## src/rtl/compressor_result_serializer.sv

```systemverilog
// rtl/compressor_result_serializer.sv - latches the two-row compressor result and shifts it out bit-serially
module compressor_result_serializer #(
    parameter int NCOL  = 9,
    parameter int CNT_W = 5
) (
    input  logic            clk,
    input  logic            rst_n,
    input  logic            start,
    input  logic            mode,
    input  logic [NCOL-1:0] row0,
    input  logic [NCOL-1:0] row1,
    output logic            ready,
    output logic            sout,
    output logic            sout_valid,
    output logic            last,
    output logic            done
);

    typedef enum logic [1:0] {
        IDLE    = 2'd0,
        SHIFT   = 2'd1,
        DONE_ST = 2'd2
    } state_t;

    localparam logic [CNT_W-1:0] NCOL_C   = CNT_W'(NCOL);
    localparam logic [CNT_W-1:0] RAW_LAST = CNT_W'(2 * NCOL - 1);

    state_t           state, state_nxt;
    logic [NCOL-1:0]  a_q, b_q;
    logic             mode_q;
    logic             carry_q;
    logic [CNT_W-1:0] count_q;
    logic             in_rows;
    logic             final_bit;

    // SUM frames end on the carry bit at count==NCOL; RAW frames after both rows.
    assign in_rows   = (count_q < NCOL_C);
    assign final_bit = mode_q ? (count_q == RAW_LAST) : (count_q == NCOL_C);

    always_comb begin
        state_nxt  = state;
        ready      = 1'b0;
        sout       = 1'b0;
        sout_valid = 1'b0;
        last       = 1'b0;
        done       = 1'b0;
        case (state)
            IDLE: begin
                ready = 1'b1;
                if (start) state_nxt = SHIFT;
            end
            SHIFT: begin
                sout_valid = 1'b1;
                last       = final_bit;
                if (mode_q) sout = in_rows ? a_q[0] : b_q[0];
                else        sout = in_rows ? (a_q[0] ^ b_q[0] ^ carry_q) : carry_q;
                if (final_bit) state_nxt = DONE_ST;
            end
            DONE_ST: begin
                done      = 1'b1;
                state_nxt = IDLE;
            end
            default: state_nxt = IDLE;
        endcase
    end

    always_ff @(posedge clk) begin
        if (!rst_n) begin
            state   <= IDLE;
            a_q     <= '0;
            b_q     <= '0;
            mode_q  <= 1'b0;
            carry_q <= 1'b0;
            count_q <= '0;
        end else begin
            state <= state_nxt;
            case (state)
                IDLE: begin
                    if (start) begin
                        a_q     <= row0;
                        b_q     <= row1;
                        mode_q  <= mode;
                        carry_q <= 1'b0;
                        count_q <= '0;
                    end
                end
                SHIFT: begin
                    count_q <= count_q + 1'b1;
                    if (mode_q) begin
                        if (in_rows) a_q <= a_q >> 1;
                        else         b_q <= b_q >> 1;
                    end else if (in_rows) begin
                        carry_q <= (a_q[0] & b_q[0]) | (a_q[0] & carry_q) | (b_q[0] & carry_q);
                        a_q     <= a_q >> 1;
                        b_q     <= b_q >> 1;
                    end
                end
                default: ;
            endcase
        end
    end

endmodule

```

## config.mk

```make
export PLATFORM = sky130hd
export DESIGN_NAME = compressor_result_serializer
export DESIGN_NICKNAME = d
export VERILOG_FILES = /design/src/rtl/compressor_result_serializer.sv
export SDC_FILE = /design/constraint.sdc
export NUM_CORES = 1
export LEC_CHECK = 0
export CAP_MARGIN = 20
export CORE_UTILIZATION = 51
export DETAILED_ROUTE_END_ITERATION = 7
export PLACE_DENSITY_LB_ADDON = 0.2
export SLEW_MARGIN = 15
export SYNTH_ARGS = -nofsm -noshare
export SYNTH_HDL_FRONTEND = slang
export SYNTH_SLANG_ARGS = --single-unit
```

## constraint.sdc

```tcl
create_clock -name clk -period 2.3 [get_ports clk]
set_input_delay 0.23 -clock clk [delete_from_list [all_inputs] [get_ports clk]]
set_output_delay 0.23 -clock clk [all_outputs]
set_load 0.01 [all_outputs]
```

Word-level counts from Yosys, hierarchy flattened
Cells that the tools add are included.
{ "totals": {"in_bits": 22, "elab_cells": 59, "output_inout_bits": 5, "regBits": 27} }
{ "op_classes": {"add_sub_neg": 1, "n_lt_le_gt_ge": 1, "muxes": 26, "eq_ne": 10, "n_bitwise": 7, "n_reduce_logical": 8} }
{ "ops": {"columns": ["cell", "n"], "rows": [
  ["$mux 9", 6],
  ["$pmux 9 s2", 2],
  ["$mux 1", 12],
  ["$pmux 5 s2", 1],
  ["$ne 2x2->1 const B", 4],
  ["$reduce_and 4->1", 2],
  ["$ne 3x3->1 const B", 2],
  ["$reduce_and 2->1", 3],
  ["$add 5x1->5 const B", 1],
  ["$eq 5x4->1 const B", 1],
  ["$eq 5x5->1 const B", 1],
  ["$lt 5x4->1 const B", 1],
  ["$mux 5", 1],
  ["$mux 2", 2],
  ["$pmux 2 s2", 1],
  ["$and 1x1->1", 3],
  ["$reduce_and 3->1", 1],
  ["$eq 2x1->1 const B", 1],
  ["$eq 2x2->1 const B", 1],
  ["$logic_not 2->1", 1],
  ["$or 1x1->1", 2],
  ["$pmux 1 s2", 1],
  ["$reduce_bool 2->1", 1],
  ["$xor 1x1->1", 2]
]} }

Longest topological paths before layout
Gate-level depths: netlist (run 1).
{ "logic_depth": {"word_depth": 6, "ltp_mapped": 7, "mapped_depth_nobuf": 6} }

Least setup slack after synthesis (run 1)
Ideal clock, no wire load.
{ "synth_timing": {"path_type": "register -> output", "from": "register count_q[0]", "to": "output sout", "n_path_buf": 0, "slack_ns": 0.538, "t_arrival_ns": 1.532, "path_stages_with_launch": 5, "required_time_ns": 2.070, "path_cell_list": "dfxtp_1 -> o31a_1 -> nor2_1 -> mux4_2 -> and2_1"} }
{ "synth_via": {"elab_chain_cells": 4, "word_cells_on_any_way": 5, "cone_classes": "1 x order compare; 4 x mux"} }
{ "synth_lines": {"columns": ["item", "line", "source"], "rows": [
  ["start: declaration", "32", "logic [CNT_W-1:0] count_q;"],
  ["start signal: assignment", "88", "count_q <= count_q + 1'b1;"],
  ["$lt 5x4->1 (*)", "37", "assign in_rows = (count_q < NCOL_C);"],
  ["$mux 1, on equally long branches", "56, 55", null],
  ["$mux 1 (*)", "55", "if (mode_q) sout = in_rows ? a_q[0] : b_q[0];"],
  ["$mux 1 (*)", "47", "case (state)"],
  ["end: declaration", "13", "output logic sout,"]
]} }
Every way passes the cells marked *; elsewhere a longest branch is shown, timed or not.

Worst setup path after layout (run 1)
{ "layout_timing": {"from": "register a_q[0]", "to": "output sout"} }
{ "layout_via": {"elab_chain_cells": 5, "word_cells_on_any_way": 6, "cone_classes": "4 x mux; 2 x bitwise"} }
{ "layout_lines": {"columns": ["item", "line", "source"], "rows": [
  ["start: declaration", "29", "logic [NCOL-1:0] a_q, b_q;"],
  ["start signal: assignment", "80", "a_q <= row0;"],
  ["start signal: assignment", "90", "if (in_rows) a_q <= a_q >> 1;"],
  ["start signal: assignment", "94", "a_q <= a_q >> 1;"],
  ["$xor 1x1->1 (2 in series)", "56", "else sout = in_rows ? (a_q[0] ^ b_q[0] ^ carry_q) : carry_q;"],
  ["$mux 1", "56", null],
  ["$mux 1 (*)", "55", null],
  ["$mux 1 (*)", "47", null]
]} }
Marks and branches as above.

==> flow_summary.toml, run 1 <==
[place]
place_ws_ns = 0.105
dp_cells = 221
hpwlAfterDp_um = 2140
gp_congestion = 0.748
port_buffers = 26

[timing]
hold_ws_ns = 0.450
fin_ws_ns = 0.162
finalCriticalPeriod_ns = 2.14
tns_ns = 0
slew_violations = 0
setup_viol = 0
grt_setup_unrepaired = "false"
period_share_pct = 93.0
hold_violations = 0
finClkSkew_ns = 0.00456
max_slew.worst_pin.slew_ns = 0.674
max_freq_ghz = 0.468
relSlewSlack_pct = 55.1

[route]
wl_um = 2970
drtIter0Drc = 33
drt_pass1_iterations = 4
drc = 0
postRouteAntennaNets = 0
vias_per_cell = 5.61
vias = 1268
wl_per_cell_um = 13.2

[finish]
nets = 221
drive_above_1_share_pct = 17.4
area_delta_synth_final_pct = 21.0
fin_cells = 226
diodes = 0

[floorplanning]
start_util_pct = 54.1
rows = 19
core_mm2 = 0.00276
die_area_mm2 = 0.00315
ios = 27
die_h_um = 56.1
die_w_um = 56.1

[synth]
yosys_warnings = 0
synth_area_per_cell_um2 = 8.78
syn_area_mm2 = 0.00149
synth_nets = 195
syn_inst = 170
async_reset_ff_share_pct = 0
synth_area_leader_cell = "dfxtp_1"
ys.flop_type = "dfxtp_1"
synth_edf_count = 0
synthTopCellsByCount = "37 x nand2_1, 27 x dfxtp_1, 22 x nor2_1, 9 x mux2_2, 9 x mux2i_1"
synth_cell_types = 40
synth-seq-cells = 27
ys_seq_area_share_pct = 36.2
synthDominantCellAreaShare_pct = 36.2
synth.most_common_cell = "nand2_1"
yosys-top-cells-area = "dfxtp_1 36%, nand2_1 9.3%, mux2_2 6.8%"

[clock_tree]
htree_num_levels = 1
clock_latency_ns = 0.33
clock-sinks = 27
path_clk_slew_ns = 0.15
cts_buffer_depth = 2
root_buffer = "clkbuf_4"
cts_tree = "built"
cts_buffers = 3

[setup_path]
worstPathArrival_ns = 1.91
crit_required_ns = 2.07
endpoint_kind = "primary output"
r2r_start = "count_q[1]$_SDFFE_PN0P_"
r2r_cells = 5
path_max_fanout = 3
r2r_end = "a_q[1]$_SDFFE_PN0P_"
r2r_slack_ns = 0.47
cp-start-kind = "flop"
worstSetupPathType = "flop to primary output"

[run_status]
status = "finished, final reports clean"

[job]
max-cap-violations = 0

[grt]
grt_pass1_wl_um = 5290
overflow = 0
grt_max_degree = 20
grt_usage_pct = 20.8
antenna_found_initial = 0
grt_pass1_vias = 1219

[power_and_ir_drop]
ir_worst_vdd_v = 0.000312
power.density_mw_per_mm2 = 527
p_leak_nw = 0.723
power_w = 0.000951

[hold_path]
worstHoldStart = "mode"
hold_path.class = "input pin to flop"
holdPathEnd = "mode_q$_SDFFE_PN0P_"
hold_depth = 3
[layout make-up]
class,instances,area [um^2]
inverters,3,11.3
clock buffers,3,22.5
clock inverters,1,5.00
multi-input cells,126,858
repair buffers,35,323
flip-flops and latches,27,547
well taps,31,38.8
fillers,238,952
[worst max-delay path, stage by stage, from the launching register on]
cell      delay [ns]
dfxtp_1         0.37
fa_1            0.47
mux4_2          0.45
and2_1          0.16
clkbuf_2        0.12
[registers in the layout (all words and copies together), names as in the netlist]
| signal | cells |
|---|---|
| mode_q | 1 |
| a_q | 9 |
| b_q | 9 |
| count_q | 5 |
| state | 2 |
| carry_q | 1 |
[how the worst max path moves through the flow]
stage	startpoint	to	slack (ns)	cells past startpoint
floorplan	count_q[0]$_SDFFE_PN0P_	sout	0.54	4
finish	a_q[0]$_SDFFE_PN0P_	sout	0.16	4
global route	count_q[1]$_SDFFE_PN0P_	sout	0.06	5
CTS	count_q[2]$_SDFFE_PN0P_	sout	0.03	5
detailed placement	count_q[1]$_SDFFE_PN0P_	sout	0.10	5
global placement	count_q[1]$_SDFFE_PN0P_	sout	0.13	5
[repair_timing]
item	CTS	global route
buffers inserted	1	0
setup endpoints to repair	1	1
resized for setup	7	1
pin swaps	2	1
hold buffers	0	0
[routing by layer]
layer	up-vias	part of all wire (%)	GRT usage [%]
met5	-	0	0
met4	0	1.1	6.97
met3	5	4.8	3.49
met2	32	50	36.6
met1	594	44	25.6
li1	637	-	-
[cell usage in the layout, fill, tap and decap left out, types with 2 or more instances in the layout]
cell type         n
a311oi_2          2
a21oi_1           3
nor2_1           21
buf_4             9
mux2_1            2
a22oi_1           3
nor2b_1           3
dfxtp_2           2
and3b_1           2
nor3_1            2
nand3_1           3
clkbuf_4          3
dfxtp_1          24
o31a_1            2
a31oi_1           2
clkdlybuf4s50_1  25
or3b_1            2
mux2i_1           9
nand2_1          37
ha_1              2
mux2_2            9
a311oi_1          6
[report_power, final]
group          switching [W]  leakage (nW)  internal [W]
Combinational       0.000102         0.482      0.000115
Clock               0.000143        0.0177     0.0000653
Sequential         0.0000227         0.223      0.000503
Total               0.000268         0.723      0.000683
[through the flow]
| step | instance area [um^2] | utilization [%] |
|---|---|---|
| finish | 1810 | 65.5 |
| detailed placement | 1770 | 64.1 |
| global route | 1810 | 65.5 |
| floorplan | 1490 | - |
| global placement | 1770 | 64.1 |
| CTS | 1810 | 65.7 |
[cell families after synthesis]
logic type	share of synthesized area, %
compound gates	14.3
fa+ha+maj	3.02
buf+inv	6.87
flops	36.2
mux	15.8
simple gates	23.7
(Power assumes the default switching activity.)
==> run 2, diff against run 1 <==
Settings changed: ABC_AREA from default to 1, ABC_CLOCK_PERIOD_IN_PS from default to 2300.
==> run 2 against run 1 <==
  * Critical path depth grew 1
  * Total power grew 4.0%
  * Via count is 3.5% higher
  * Clock skew shrank 0.0015 ns
  * Maximum frequency barely moved
  * Non-clock buffer count down 5
  * Sequential share of layout area up 0.71 points
  * Clock power is essentially flat
  * Setup slack worse by 0.0013 ns
  * Register-to-register slack gained 0.27 ns
  * Count of clock-buffer cells in the layout unchanged
  * Area after synthesis shrank 3.8%
==> flow_summary.toml, run 2 <==
[setup_path]
critPathLaunch = "mode_q$_SDFFE_PN0P_"
cp-start-kind = "flop"
critPathTopFamily = "buffers and inverters"
max_stage_delay_ns = 0.54
path_buf_inv = 2
crit_cells = 5
r2r_end = "a_q[0]$_SDFFE_PN0P_"
path_cells = "inv_1 > o21ai_0 > nand4_1 > nor2_1 > clkdlybuf4s50_1"
r2r_start = "count_q[0]$_SDFFE_PN0P_"
endpoint_kind = "primary output"
slowest_stage = "clkdlybuf4s50_1"
path_max_fanout = 6
crit_path_end = "last"
worstSetupPathType = "flop to primary output"
worstPathArrival_ns = 1.91
r2r_slack_ns = 0.74
r2r_cells = 10
crit_required_ns = 2.07

[job]
max-cap-violations = 0

[floorplanning]
die_w_um = 55.1
die_area_mm2 = 0.00303
ios = 27
die_h_um = 55.1
start_util_pct = 55.9
rows = 18
core_mm2 = 0.00257

[timing]
period_share_pct = 93.0
slew_violations = 0
hold_ws_ns = 0.443
max_slew.worst_pin.slew_ns = 0.253
max_freq_ghz = 0.467
tns_ns = 0
hold_violations = 0
grt_setup_unrepaired = "false"
relSlewSlack_pct = 83.0
finClkSkew_ns = 0.00306
finalCriticalPeriod_ns = 2.14
setup_viol = 0

[power_and_ir_drop]
p_int_w = 0.000683
power.density_mw_per_mm2 = 566
p_switching_w = 0.000306
ir_worst_vdd_v = 0.000473
p_leak_nw = 0.797
swShare_pct = 31.0
p_comb_share_pct = 24.7
seq_power_share_pct = 54.0
clkPwrFrac_pct = 21.4

[finish]
layout_commonest_cell = "nand2_1"
layout_common_cells = "74 x nand2_1, 38 x nor2_1, 26 x dfxtp_1"
seq_area_um2 = 542
finalInstanceArea_mm2 = 0.00175
multi_input_area_um2 = 771
diodes = 0
drive_above_1_share_pct = 9.39
area_delta_synth_final_pct = 21.7
nets = 271
reg_top3 = "a_q: 9 flops, b_q: 9 flops, count_q: 5 flops"
fill_cells = 249

[grt]
antenna_found_initial = 0
overflow = 0
grt_max_degree = 28
grt_pass1_vias = 1143
grt_pass1_wl_um = 4760
grt_usage_pct = 21.6

[synth]
synth_area_per_cell_um2 = 6.56
synthTopCellsByCount = "74 x nand2_1, 38 x nor2_1, 27 x dfxtp_1, 22 x o21ai_0, 16 x inv_1"
ys.flop_type = "dfxtp_1"
synth_nets = 244
synth_cell_types = 28
synth.most_common_cell = "nand2_1"
async_reset_ff_share_pct = 0
synth_edf_count = 0
ys_seq_area_share_pct = 37.6
syn_area_mm2 = 0.00144
synth-seq-cells = 27
yosys-top-cells-area = "dfxtp_1 38%, nand2_1 19%, nor2_1 9.9%"
synthDominantCellAreaShare_pct = 37.6
synth_area_leader_cell = "dfxtp_1"
syn_inst = 219
yosys_warnings = 0

[route]
wl_um = 2850
wl_met1_um = 1400
wl_met3_um = 105
drtIter0Drc = 9
dr_wl_met2_um = 1330
drc = 0
wl_per_cell_um = 10.3
vias_per_cell = 4.77
top_layer = "met4"
drt_pass1_iterations = 4
vias = 1312
postRouteAntennaNets = 0

[place]
placed_area_mm2 = 0.00172
port_buffers = 26
gp_congestion = 0.796
hpwlAfterDp_um = 2020

[hold_path]
hold_path.class = "input pin to flop"

[clock_tree]
hold_buffers = 0
cts_buffer_depth = 2
root_buffer = "clkbuf_4"
htree_num_levels = 1
cts_tree = "built"
clock-sinks = 27
path_clk_slew_ns = 0.15
clock_latency_ns = 0.33
cts_buffers = 3

[run_status]
status = "finished, final reports clean"
## run 2: per-layer routing
layer | GRT usage [%] | vias up
li1 | - | 729
met1 | 27.3 | 555
met2 | 37.8 | 26
met3 | 4.92 | 2
met4 | 3.75 | 0
met5 | 0 | -
## run 2: cell type report
cell class	count	share of cell area, %
multi-input cells	164	44.1
flip-flops and latches	27	31.0
repair buffers	30	16.8
inverters	20	4.44
well taps	30	2.15
clock buffers	3	1.29
clock inverters	1	0.286
## run 2: how the worst min path moves through the flow
stage | start | endpoint | slack [ns] | cells past startpoint
6_report | row0[8] | a_q[8]$_SDFFE_PN0P_ | 0.44 | 3
5_1_grt | row0[8] | a_q[8]$_SDFFE_PN0P_ | 0.46 | 3
4_1_cts | row0[8] | a_q[8]$_SDFFE_PN0P_ | 0.44 | 3
3_5_place_dp | b_q[8]$_SDFFE_PN0P_ | b_q[8]$_SDFFE_PN0P_ | 0.46 | 2
3_3_place_gp | a_q[8]$_SDFFE_PN0P_ | a_q[8]$_SDFFE_PN0P_ | 0.46 | 2
2_1_floorplan | rst_n | count_q[0]$_SDFFE_PN0P_ | 0.37 | 2
## run 2: logic make-up (layout without fill, tap and decap cells)
| family | count (synthesis) | in the layout | share of synthesized area (%) |
|---|---|---|---|
| simple gates | 127 | 127 | 38.2 |
| compound gates | 34 | 34 | 12.3 |
| buf+inv | 28 | 54 | 8.71 |
| flops | 27 | 27 | 37.6 |
| fa+ha+maj | 3 | 3 | 3.14 |
## run 2: tightest hold or removal path, cell delays in order
cell and delay [ns]:
clkdlybuf4s50_1 0.39, nand2_1 0.06, a21oi_1 0.06
## run 2: repair_timing
action                                 in CTS  in global routing
endpoints found under the hold margin       0                  0
setup buffers                               0                  0
setup endpoints to repair                   1                  1
resized for setup                           1                  1
gates cloned                                0                  0
## run 2: power by group through the flow
stage / Sequential [W] / Clock [W] / Combinational, W
6_report: 0.000534 / 0.000211 / 0.000244
4_1_cts: 0.000534 / 0.000217 / 0.000246
2_1_floorplan: 0.000538 / 0 / 0.000171
5_1_grt: 0.000540 / 0.000233 / 0.000283
3_3_place_gp: 0.000542 / 0 / 0.000241
3_5_place_dp: 0.000544 / 0 / 0.000245
## run 2: stage by stage
step	util (%)	total power (W)	worst slack, ns	instances
3_5_place_dp	66.9	0.000788	0.400	271
6_report	68.1	0.000989	0.161	275
4_1_cts	68.0	0.000997	0.00191	275
3_3_place_gp	66.9	0.000783	0.439	271
5_1_grt	68.1	0.00106	0.0532	275
2_1_floorplan	-	0.000709	0.922	219
==> run 3, diff against run 2 <==
Settings changed: CTS_CLUSTER_DIAMETER from default to 50.
==> results of run 3 <==
The final DEF is identical to that of run 2; final timing and power are the same.
